<file path="src/rtl/cskipa_stream_accumulator.sv">
// -----------------------------------------------------------------------------
// cskipa_stream_accumulator
//
// Sums the beats of each input frame with a carry-skip adder and presents
// one result per frame.
// Frames arrive on a valid/ready stream and are delimited by i_last.
// The running total and each incoming beat feed a purely combinational
// carry-skip adder (cskipa_adder).
// The frame total, a sticky overflow flag and a saturating beat count are
// registered onto a valid/ready result port.
//
// Ports:
//   i_clk    clock, rising edge
//   i_rst    synchronous reset, active-high
//   i_valid  input beat valid
//   o_ready  input beat accepted when i_valid && o_ready
//   i_data   unsigned operand, WIDTH bits
//   i_last   final beat of the frame
//   o_valid  frame result valid
//   i_ready  downstream accepts the result when o_valid && i_ready
//   o_sum    frame total modulo 2^WIDTH
//   o_ovf    a carry-out occurred somewhere in the frame
//   o_count  beats in the frame, saturating at 2^CNT_W-1
//
// cskipa_adder: WIDTH-bit carry-skip adder built from 4-bit ripple blocks.
//   i_add_term1, i_add_term2  operands
//   o_add_sum                 sum modulo 2^WIDTH
//   o_add_cout                carry out of the top bit
// -----------------------------------------------------------------------------

module cskipa_adder #(
  parameter int WIDTH = 20
) (
  input  logic [WIDTH-1:0] i_add_term1,
  input  logic [WIDTH-1:0] i_add_term2,
  output logic [WIDTH-1:0] o_add_sum,
  output logic             o_add_cout
);

  localparam int NBLK = WIDTH / 4;

  if ((WIDTH % 4) != 0) begin : g_bad_width
    $error("cskipa_adder: WIDTH must be a multiple of 4");
  end

  logic carry_blk;
  logic carry;
  logic prop;
  logic blk_prop;

  // Blocks are walked in order inside one process. Each block ripples its
  // four bits; when every bit of a block propagates, the block's carry-in
  // skips straight to its carry-out.
  // NOTE: the temporaries here are blocking on purpose. Each loop step must
  // see the carry produced by the step before it. Every variable gets a
  // value before use, so no latch is inferred.
  always_comb begin
    o_add_sum = '0;
    carry_blk = 1'b0;
    carry     = 1'b0;
    prop      = 1'b0;
    blk_prop  = 1'b1;
    for (int blk = 0; blk < NBLK; blk++) begin
      blk_prop = 1'b1;
      carry    = carry_blk;
      for (int k = 0; k < 4; k++) begin
        prop                  = i_add_term1[blk*4+k] ^ i_add_term2[blk*4+k];
        o_add_sum[blk*4+k]    = prop ^ carry;
        carry                 = (i_add_term1[blk*4+k] & i_add_term2[blk*4+k]) | (prop & carry);
        blk_prop              = blk_prop & prop;
      end
      carry_blk = blk_prop ? carry_blk : carry;
    end
    o_add_cout = carry_blk;
  end

endmodule

module cskipa_stream_accumulator #(
  parameter int WIDTH = 20,
  parameter int CNT_W = 8
) (
  input  logic             i_clk,
  input  logic             i_rst,
  input  logic             i_valid,
  output logic             o_ready,
  input  logic [WIDTH-1:0] i_data,
  input  logic             i_last,
  output logic             o_valid,
  input  logic             i_ready,
  output logic [WIDTH-1:0] o_sum,
  output logic             o_ovf,
  output logic [CNT_W-1:0] o_count
);

  typedef enum logic [1:0] {
    ST_IDLE  = 2'd0,
    ST_ACCUM = 2'd1,
    ST_HOLD  = 2'd2
  } state_e;

  state_e           state_q,   state_d;
  logic [WIDTH-1:0] acc_q,     acc_d;
  logic             ovf_acc_q, ovf_acc_d;
  logic [CNT_W-1:0] cnt_q,     cnt_d;
  logic             valid_q,   valid_d;
  logic [WIDTH-1:0] sum_q,     sum_d;
  logic             ovf_q,     ovf_d;
  logic [CNT_W-1:0] count_q,   count_d;

  logic [WIDTH-1:0] add_sum;
  logic             add_cout;
  logic [CNT_W-1:0] cnt_inc;
  logic             accept;

  // acc is zero in IDLE and HOLD because it is cleared on every last beat.
  // A beat taken in those states therefore starts a fresh frame with no
  // extra muxing.
  cskipa_adder #(.WIDTH(WIDTH)) u_adder (
    .i_add_term1 (acc_q),
    .i_add_term2 (i_data),
    .o_add_sum   (add_sum),
    .o_add_cout  (add_cout)
  );

  assign o_ready = (state_q != ST_HOLD) || i_ready;
  assign accept  = i_valid && o_ready;
  assign cnt_inc = (&cnt_q) ? cnt_q : cnt_q + CNT_W'(1);

  assign o_valid = valid_q;
  assign o_sum   = sum_q;
  assign o_ovf   = ovf_q;
  assign o_count = count_q;

  always_comb begin
    state_d   = state_q;
    acc_d     = acc_q;
    ovf_acc_d = ovf_acc_q;
    cnt_d     = cnt_q;
    valid_d   = valid_q;
    sum_d     = sum_q;
    ovf_d     = ovf_q;
    count_d   = count_q;

    // The result is consumed first. A beat accepted in the same cycle
    // overrides the state below, so no bubble appears between frames.
    if (state_q == ST_HOLD && i_ready) begin
      valid_d = 1'b0;
      state_d = ST_IDLE;
    end

    if (accept) begin
      if (i_last) begin
        sum_d     = add_sum;
        ovf_d     = ovf_acc_q | add_cout;
        count_d   = cnt_inc;
        valid_d   = 1'b1;
        state_d   = ST_HOLD;
        acc_d     = '0;
        ovf_acc_d = 1'b0;
        cnt_d     = '0;
      end else begin
        acc_d     = add_sum;
        ovf_acc_d = ovf_acc_q | add_cout;
        cnt_d     = cnt_inc;
        state_d   = ST_ACCUM;
      end
    end
  end

  // NOTE: state registers use non-blocking assignments. Every flop then
  // samples values from before the edge, whatever order the statements run in.
  always_ff @(posedge i_clk) begin
    if (i_rst) begin
      state_q   <= ST_IDLE;
      acc_q     <= '0;
      ovf_acc_q <= 1'b0;
      cnt_q     <= '0;
      valid_q   <= 1'b0;
      sum_q     <= '0;
      ovf_q     <= 1'b0;
      count_q   <= '0;
    end else begin
      state_q   <= state_d;
      acc_q     <= acc_d;
      ovf_acc_q <= ovf_acc_d;
      cnt_q     <= cnt_d;
      valid_q   <= valid_d;
      sum_q     <= sum_d;
      ovf_q     <= ovf_d;
      count_q   <= count_d;
    end
  end

endmodule

</file>
<file path="config.mk">
export PLATFORM = sky130hd
export DESIGN_NAME = cskipa_stream_accumulator
export DESIGN_NICKNAME = d
export VERILOG_FILES = /design/src/rtl/cskipa_stream_accumulator.sv
export SDC_FILE = /design/constraint.sdc
export NUM_CORES = 1
export LEC_CHECK = 0
export CORE_ASPECT_RATIO = 1.2
export CORE_UTILIZATION = 40
export DETAILED_ROUTE_END_ITERATION = 6
export GPL_TIMING_DRIVEN = 0
export SYNTH_ARGS = -nofsm -noshare
export SYNTH_HDL_FRONTEND = slang
export SYNTH_HIERARCHICAL = 1
export SYNTH_SLANG_ARGS = --single-unit
</file>
<file path="constraint.sdc">
create_clock -name i_clk -period 13.1 [get_ports i_clk]
set_input_delay 3.275 -clock i_clk [delete_from_list [all_inputs] [get_ports i_clk]]
set_output_delay 3.275 -clock i_clk [all_outputs]
set_load 0.02 [all_outputs]
</file>
==> results_dict.tcl, run 1 <==
set metrics [dict create \
    wl_per_cell_microns 15.5 \
    synth_edf_count 0 \
    vias 2505 \
    required_ns 13.37 \
    worst_path_max_delay_cell "fa_1" \
    io_buffers 54 \
    synthFlopType "dfxtp_1" \
    cts.path.max_buffers 2 \
    clk_latency_ns 0.34 \
    die_x_microns 83.8 \
    antenna_cells 0 \
    status "completed" \
    grt_max_degree 11 \
    final_util 0.523 \
    drt_first_pass_iters 4 \
    p_sw_frac 0.277 \
    leakage_nw 1.61 \
    finalHoldViolations 0 \
    rows 35 \
    clock.fmax_mhz 81.3 \
    layout.cells.non_filler 470 \
    cts-resized-gates 0 \
    drive_gt1_frac 0.111 \
    critPathMaxFanout 2 \
    finalSetupViolations 0 \
    power_frac_seq 0.472 \
    hp-class "reg2reg" \
    drc 0 \
    antenna_found_initial 0 \
    grt_usage 0.188 \
    cts_tree "yes" \
    tightest_slew_ns 0.547 \
    cp_common_cell "fa_1" \
    drt_iter0_markers 96 \
    critPathLaunchType "input pin" \
    io_pins 56 \
    internal-power_mw 0.310 \
    dieArea_sq_um 8380 \
    ys_ff_latch 61 \
    cp-end-kind "flop" \
    slew_violations 0 \
    nNetsFinal 440 \
    syn_nets 375 \
    reg2reg_slack_ns 3.80 \
    worst-setup-path-type "in2reg" \
    clock_power_share 0.340 \
    clkTransAtPathRegs_ns 0.06 \
    async_reset_ff_frac 0 \
    ctsHoldBuffers 0 \
    power.density_nw_per_um2 107 \
    cts_setup_buffers 0 \
    place_congestion 0.794 \
    final.setup_skew_ns 0.00572 \
    netlist_area_sq_um 3210 \
    drt-total-wl_mm 7.29 \
    maxCapViolations 0 \
    grt_pass1_wl_mm 12.2 \
    drtAntennaViolNets 0 \
    n_fill_cell 736 \
    dieHeight_microns 100 \
    min_period_ns 12.30 \
    cts-root-buf "clkbuf_8" \
    crit_arrival_ns 12.57 \
    ys_types 50 \
    area_growth_pct 25.6 \
    slew_headroom 0.635 \
    dp.final_hpwl_mm 5.20 \
    cpPeakStageDelay_ns 0.41 \
    ys_seq_area_frac 0.381 \
    dp.cells 456 \
    core-area_sq_um 7710 \
    yosys_warnings 6 \
    rsz0062_at_grt "false" \
    ir_drop_mv 0.0624 \
    start_util 0.416 \
    ctsHtreeMaxLevel 3 \
    viasPerCell 5.33 \
    dp_slack_ns 0.454 \
    synthCells 310 \
    globalRouteOverflowTotal 0 \
    p_sw_mw 0.119 \
    setup_ws_ns 0.799 \
    combPwrFrac 0.189 \
    cts_inserted_buffers 9 \
    setup_tns_ns 0 \
    syn_area_per_cell_sq_um 10.3 \
    clock_sinks 61 \
    period_share 0.939 \
    grt_pass1_vias 2415 \
]
cells in the mapped netlist, drive strengths merged, types with 2 or more instances:
cell type / count / area (sq um)
a21oi: 28 / 140
nand3b: 22 / 165
a22o: 22 / 193
nand4: 7 / 50.1
nor2: 10 / 37.5
mux2i: 4 / 40.0
nor3: 4 / 36.3
a21o: 3 / 23.8
nand3: 5 / 25.0
buf: 15 / 114
or3: 2 / 12.5
a211oi: 3 / 32.5
fa: 19 / 380
nand2: 31 / 116
ha: 21 / 263
clkbuf: 7 / 26.3
and2: 2 / 12.5
o21ai: 7 / 38.8
o2bb2ai: 6 / 52.6
and3: 4 / 25.0
inv: 8 / 30.0
dfxtp: 61 / 1220
state kept, by name, summed over array words and instances, names as in the netlist:
register,count
acc_q,20
o_sum,20
cnt_q,8
o_count,8
state_q,2
o_ovf,1
o_valid,1
ovf_acc_q,1
power by group through the flow:
stage / Sequential, mW / Combinational [mW] / Clock (mW)
3_3_place_gp: 0.206 / 0.0805 / 0
4_1_cts: 0.203 / 0.0815 / 0.150
2_1_floorplan: 0.212 / 0.0416 / 0
6_report: 0.203 / 0.0810 / 0.146
3_5_place_dp: 0.207 / 0.0807 / 0
5_1_grt: 0.204 / 0.0895 / 0.157
path summary, 6_finish.rpt:
kind              start    endpoint  depth (start not counted)
max           i_data[0]   acc_q[19]                         32
min          o_count[2]  o_count[2]                          1
max reg2reg    acc_q[0]   acc_q[19]                         31
min reg2reg  o_count[2]  o_count[2]                          1
metal layers:
layer	global-route usage	wire, microns	vias to the layer above
li1	-	-	1233
met1	0.242	3470	1203
met2	0.305	3420	60
met3	0.0370	293	9
met4	0.0874	114	0
met5	0	0	-
cell usage in the layout (no fill, tap or decap), drive strengths merged, types with 4 or more instances in the layout:
master and count:
dfxtp 61, clkdlybuf4s50 54, nand2 31, a21oi 28
a22o 22, nand3b 22, ha 21, fa 19
clkbuf 19, buf 15, nor2 10, inv 8
o21ai 7, nand4 7, o2bb2ai 6, nand3 5
mux2i 4, and3 4, nor3 4
critical path, delay by kind of cell:
| family | cells | cell delay, ns |
|---|---|---|
| buffers and inverters | 4 | 0.69 |
| adders and majority gates | 20 | 7.62 |
| and+or+nand+nor | 5 | 0.37 |
| AOI/OAI and AO/OA | 3 | 0.57 |
cells by family after synthesis:
| group | after synthesis | synth area share |
|---|---|---|
| AOI/OAI and AO/OA | 79 | 0.179 |
| xor gates and xnor gates | 1 | 0.00273 |
| adders and majority gates | 40 | 0.200 |
| and+or+nand+nor | 95 | 0.171 |
| buffers and inverters | 30 | 0.0530 |
| DFF | 61 | 0.381 |
| muxes | 4 | 0.0125 |
layout make-up:
type	count	area, sq um	share of cell area
inverters	8	30.0	0.00745
flip-flops and latches	61	1220	0.303
well taps	92	115	0.0286
clock inverters	2	10.0	0.00248
repair buffers	54	541	0.134
multi-input cells	219	1820	0.451
plain buffers	22	140	0.0348
clock buffers	12	155	0.0385
per-stage QoR:
| stage | hold slack, ns | total power [mW] | instance area [sq um] |
|---|---|---|---|
| floorplan | 0.436 | 0.254 | 3210 |
| CTS | 0.458 | 0.434 | 4030 |
| detailed placement | 0.443 | 0.287 | 3860 |
| finish | 0.456 | 0.429 | 4030 |
| global route | 0.487 | 0.451 | 4030 |
| global placement | 0.435 | 0.287 | 3860 |
Note: power is estimated with default switching activity, not from simulation.
==> run 2, diff against run 1 <==
--- a/config.mk
+++ b/config.mk
@@ -9,7 +9,8 @@
 export CORE_UTILIZATION = 40
 export DETAILED_ROUTE_END_ITERATION = 6
 export GPL_TIMING_DRIVEN = 0
+export MAX_ROUTING_LAYER = met4
+export REMOVE_ABC_BUFFERS = 1
 export SYNTH_ARGS = -nofsm -noshare
 export SYNTH_HDL_FRONTEND = slang
-export SYNTH_HIERARCHICAL = 1
 export SYNTH_SLANG_ARGS = --single-unit
==> results_dict.tcl, run 2 <==
set metrics [dict create \
    status "complete, but fails checks" \
    violations "design-rule violations" \
    dieHeight_microns 101 \
    rsz0062_at_grt "false" \
    viasPerCell 5.18 \
    cp_common_cell "fa_1" \
    synthTopCellsByCount "61 x dfxtp_1, 43 x nand2_1, 42 x a21oi_1" \
    drt-total-wl_mm 7.03 \
    cts_inserted_buffers 9 \
    worst-setup-path-type "in2reg" \
    synthFlopType "dfxtp_1" \
    setup_tns_ns 0 \
    reg2reg_from "acc_q[0]" \
    cts.path.max_buffers 2 \
    layout.cells.non_filler 508 \
    drc 10 \
    hp-class "reg2reg" \
    cts-resized-gates 0 \
    io_pins 56 \
    dp.cells 493 \
    drtAntennaViolNets 0 \
    syn_area_per_cell_sq_um 8.92 \
    ys_seq_area_frac 0.373 \
    area_growth_pct 23.1 \
    place_congestion 0.853 \
    ctsHtreeMaxLevel 3 \
    clk_latency_ns 0.34 \
    layout_commonest_cell "dfxtp_1" \
    ys_types 42 \
    drt_iter0_markers 89 \
    nNetsFinal 477 \
    synth.most_common_cell "dfxtp_1" \
    final.setup_skew_ns 0.00714 \
    maxCapViolations 0 \
    synth_top_area_share 0.373 \
    required_ns 13.36 \
    ys_ff_latch 61 \
    yosys_warnings 0 \
    finalHoldViolations 0 \
    grt_max_degree 47 \
    vias 2633 \
    power.density_nw_per_um2 112 \
    grt_pass1_wl_mm 11.9 \
    globalRouteOverflowTotal 0 \
    ir_drop_mv 0.0678 \
    drt_first_pass_iters 6 \
    reg2reg_slack_ns 4.18 \
    grt_pass1_vias 2542 \
    hold_start "o_count[0]" \
    clock.fmax_mhz 83.3 \
    finalSetupViolations 0 \
    min_period_ns 12.01 \
    critPathLaunchType "input pin" \
    antenna_cells 0 \
    die_x_microns 84.6 \
    tightest_slew_ns 1.22 \
    rows 35 \
    slew_headroom 0.182 \
    slew_violations 0 \
    wl_per_cell_microns 13.8 \
    period_share 0.917 \
    startpoint "i_data[0]" \
    final_cell_mix "61 x dfxtp_1, 54 x clkdlybuf4s50_1, 43 x nand2_1, 42 x a21oi_1, 37 x inv_1" \
    cpPeakStageDelay_ns 0.47 \
    critPathMaxFanout 3 \
    antenna_found_initial 0 \
    worst_path_max_delay_cell "clkdlybuf4s50_1" \
    leakage_nw 1.51 \
    grt_usage 0.181 \
    start_util 0.420 \
    cts_setup_buffers 0 \
    drive_gt1_frac 0.0505 \
    clkTransAtPathRegs_ns 0.07 \
    synth_area_leaders "dfxtp_1 37%, fa_1 12%, ha_1 8.0%" \
    dieArea_sq_um 8550 \
    cp-end-kind "flop" \
    placed_area_sq_um 3830 \
    synthCells 367 \
    dp.final_hpwl_mm 4.78 \
    crit_arrival_ns 12.27 \
    async_reset_ff_frac 0 \
    synth_edf_count 0 \
    netlist_area_sq_um 3270 \
    clock_sinks 61 \
    cts-root-buf "clkbuf_8" \
    core-area_sq_um 7790 \
    design_area_sq_um 4030 \
    ctsHoldBuffers 0 \
    synth_top_area_cell "dfxtp_1" \
    io_buffers 55 \
    cts_tree "yes" \
]
==> run 2: layout make-up <==
type | count | area (sq um)
clock inverters | 4 | 47.5
inverters | 38 | 143
clock buffers | 11 | 151
flip-flops and latches | 61 | 1220
well taps | 92 | 115
fillers | 738 | 3770
repair buffers | 56 | 566
multi-input cells | 246 | 1780
==> run 2: metrics by stage <==
step	total power, mW	worst slack [ns]	utilization	hold WS (ns)
after floorplan	0.250	1.79	-	0.430
after global placement	0.286	0.586	0.489	0.438
after detailed placement	0.288	0.666	0.491	0.442
after CTS	0.459	1.01	0.517	0.452
after global routing	0.478	0.600	0.517	0.473
final	0.453	1.09	0.517	0.448
==> run 2: logic make-up (layout without fill, tap and decap cells) <==
group                      count (synthesis)  after routing  share of synthesized area
AOI/OAI and AO/OA                         84             84                      0.160
adders and majority gates                 40             40                      0.197
buffers and inverters                     60            109                     0.0818
DFF                                       61             61                      0.373
muxes                                      1              1                    0.00306
and+or+nand+nor                          121            121                      0.185
==> run 2: final timing paths <==
path	end	depth (start not counted)
worst min register to register	o_count[0]	2
worst max-delay path	o_ovf	35
worst min-delay path	o_count[0]	2
worst max register to register	o_ovf	34
==> run 2: report_power, final <==
| group | internal (mW) | leakage, nW | switching [mW] |
|---|---|---|---|
| clock network | 0.0965 | 0.101 | 0.0731 |
| logic | 0.0369 | 0.907 | 0.0447 |
| registers | 0.195 | 0.498 | 0.00608 |
| total | 0.329 | 1.51 | 0.124 |
==> run 2: worst max-delay path: cells and delay by family <==
| kind | cells | cell delay, ns |
|---|---|---|
| buffers and inverters | 5 | 0.72 |
| AND/OR/NAND/NOR | 5 | 0.52 |
| AO/OA/AOI/OAI | 5 | 0.85 |
| adder cells (fa/ha/maj) | 20 | 6.91 |
==> run 2: per-layer routing <==
metal	GRT usage	up-vias	share of wire
li1	-	1337	-
met2	0.292	53	0.49
met4	0.0860	0	0.019
met3	0.0369	13	0.043
met5	-	-	0
met1	0.217	1230	0.45
==> RTL edit, RTL diff (settings of run 2) <==
Re-encode `state_e` (3 states) as one-hot, 3 bits wide.
--- a/src/rtl/cskipa_stream_accumulator.sv
+++ b/src/rtl/cskipa_stream_accumulator.sv
@@ -94,8 +94,8 @@
 );
 
-  typedef enum logic [1:0] {
-    ST_IDLE  = 2'd0,
-    ST_ACCUM = 2'd1,
-    ST_HOLD  = 2'd2
+  typedef enum logic [2:0] {
+    ST_IDLE  = 3'b001,
+    ST_ACCUM = 3'b010,
+    ST_HOLD  = 3'b100
   } state_e;
 
Function: same outputs for any inputs over 4 cycles, from zero or initial values and one cycle with i_rst high; so few cycles prove little.
==> RTL edit against run 2 <==
- total power is 5.1% higher
- synthesized area is 3.7% higher
- die area is 3.6% higher
- wire length is 5.4% higher
- clock power is 8% higher
- combinational power is 6.3% higher
- setup slack worse by 0.048 ns
- cell area is 5.3% higher
- critical path depth is 1 lower
- sequential cell count is 1 higher
- critical endpoint is now o_sum[19]
- largest power group unchanged
==> RTL edit: results (changes against run 2) <==
drt:
  dr.pass1.iters: 4  # -2
  drtIter0Drc: 168  # +89%
  viasPerCell: 5.05  # -2.6%
  wl_met3_microns: 391  # +29%
  drt-total-wl_microns: 7410  # +5.4%
  met1_length_microns: 3430  # +8.3%
  post-route-drc-count: 0  # -10
  wl_met2_microns: 3450  # +0.70%
grt:
  grt_usage: 0.192  # +0.0114
  grt_pass1_wl_microns: 12700  # +6.9%
  grt_pass1_vias: 2615  # +2.9%
  grt_max_degree: 46  # -2.1%
timing:
  slew_headroom: 0.397  # +0.214
  skew_ns: 0.00476  # -0.00237 ns
setup_path:
  cp_max_fo: 3  # unchanged
  arrival_ns: 12.29  # +0.02 ns
  reg2reg_depth: 33  # -2.9%
  r2r_setup_slack_ns: 4.10  # -0.08 ns
placement:
  place_area_sq_um: 4020  # +5.0%
  dp_slack_ns: 0.694  # +0.0289 ns
  place_hpwl_microns: 5000  # +4.5%
  place.gp.congestion: 0.834  # -2.2%
  placed_cells: 528  # +7.1%
power:
  power.leakage_nw: 1.56  # +3.7%
  peakVddDrop_mv: 0.0675  # -0.47%
status:
  status: "completed"
hold_path:
  worstHoldPathCells: 2  # unchanged
cells_and_area:
  n_fill_cell: 755  # +2.3%
  nNetsFinal: 490  # +2.7%
  instances_no_fill: 544  # +7.1%
  drive_above_1_share: 0.0884  # +0.0379
yosys:
  synth_commonest_cells: "62 x dfxtp_1, 45 x a21oi_1, 41 x inv_1"
  synth.distinct_cells: 44  # +4.8%
  yosysSeqAreaShare: 0.366  # -0.00745
  synthTopCellsByArea: "dfxtp_1 37%, fa_1 11%, ha_1 7.7%"
-- RTL edit: where the power goes --
part | leakage [nW] | internal, mW | switching [mW] | total [mW]
sequential | 0.507 | 0.199 | 0.00656 | 0.205
clock | 0.115 | 0.108 | 0.0761 | 0.184
combinational | 0.940 | 0.0393 | 0.0474 | 0.0867
total | 1.56 | 0.346 | 0.130 | 0.476
-- RTL edit: cell families after synthesis --
family / Yosys count / synth area share
and+or+nand+nor: 125 / 0.187
AOI/OAI and AO/OA: 86 / 0.171
buffers and inverters: 62 / 0.0811
DFF: 62 / 0.366
adders and majority gates: 40 / 0.190
xor gates and xnor gates: 1 / 0.00258
muxes: 1 / 0.00295
-- RTL edit: worst max path at each step --
stage	to	slack [ns]	cells after the start
CTS	o_sum[19]	1.05	34
detailed placement	o_sum[19]	0.69	34
global placement	o_sum[19]	0.57	34
floorplan	o_sum[19]	1.79	33
finish	o_sum[19]	1.05	34
global route	o_sum[19]	0.59	34
-- RTL edit: area by class of cell --
cell class / instances / area (sq um) / share of cell area
sequential: 62 / 1240 / 0.293
timing repair buffer: 57 / 593 / 0.140
clock inverter: 3 / 40.0 / 0.00945
clock buffer: 13 / 179 / 0.0422
inverter: 42 / 158 / 0.0372
multi-input combinational: 253 / 1880 / 0.445
tap: 114 / 143 / 0.0337
-- RTL edit: worst min-delay path, stage by stage, from the launching register on --
cell	delay [ns]
dfxtp_1	0.31
nand2_1	0.05
a21oi_1	0.05
-- RTL edit: per-layer routing --
| metal | GRT usage | vias to the layer above |
|---|---|---|
| met2 | 0.286 | 65 |
| met1 | 0.245 | 1298 |
| li1 | - | 1369 |
| met3 | 0.0560 | 13 |
| met4 | 0.0769 | 0 |
| met5 | - | - |
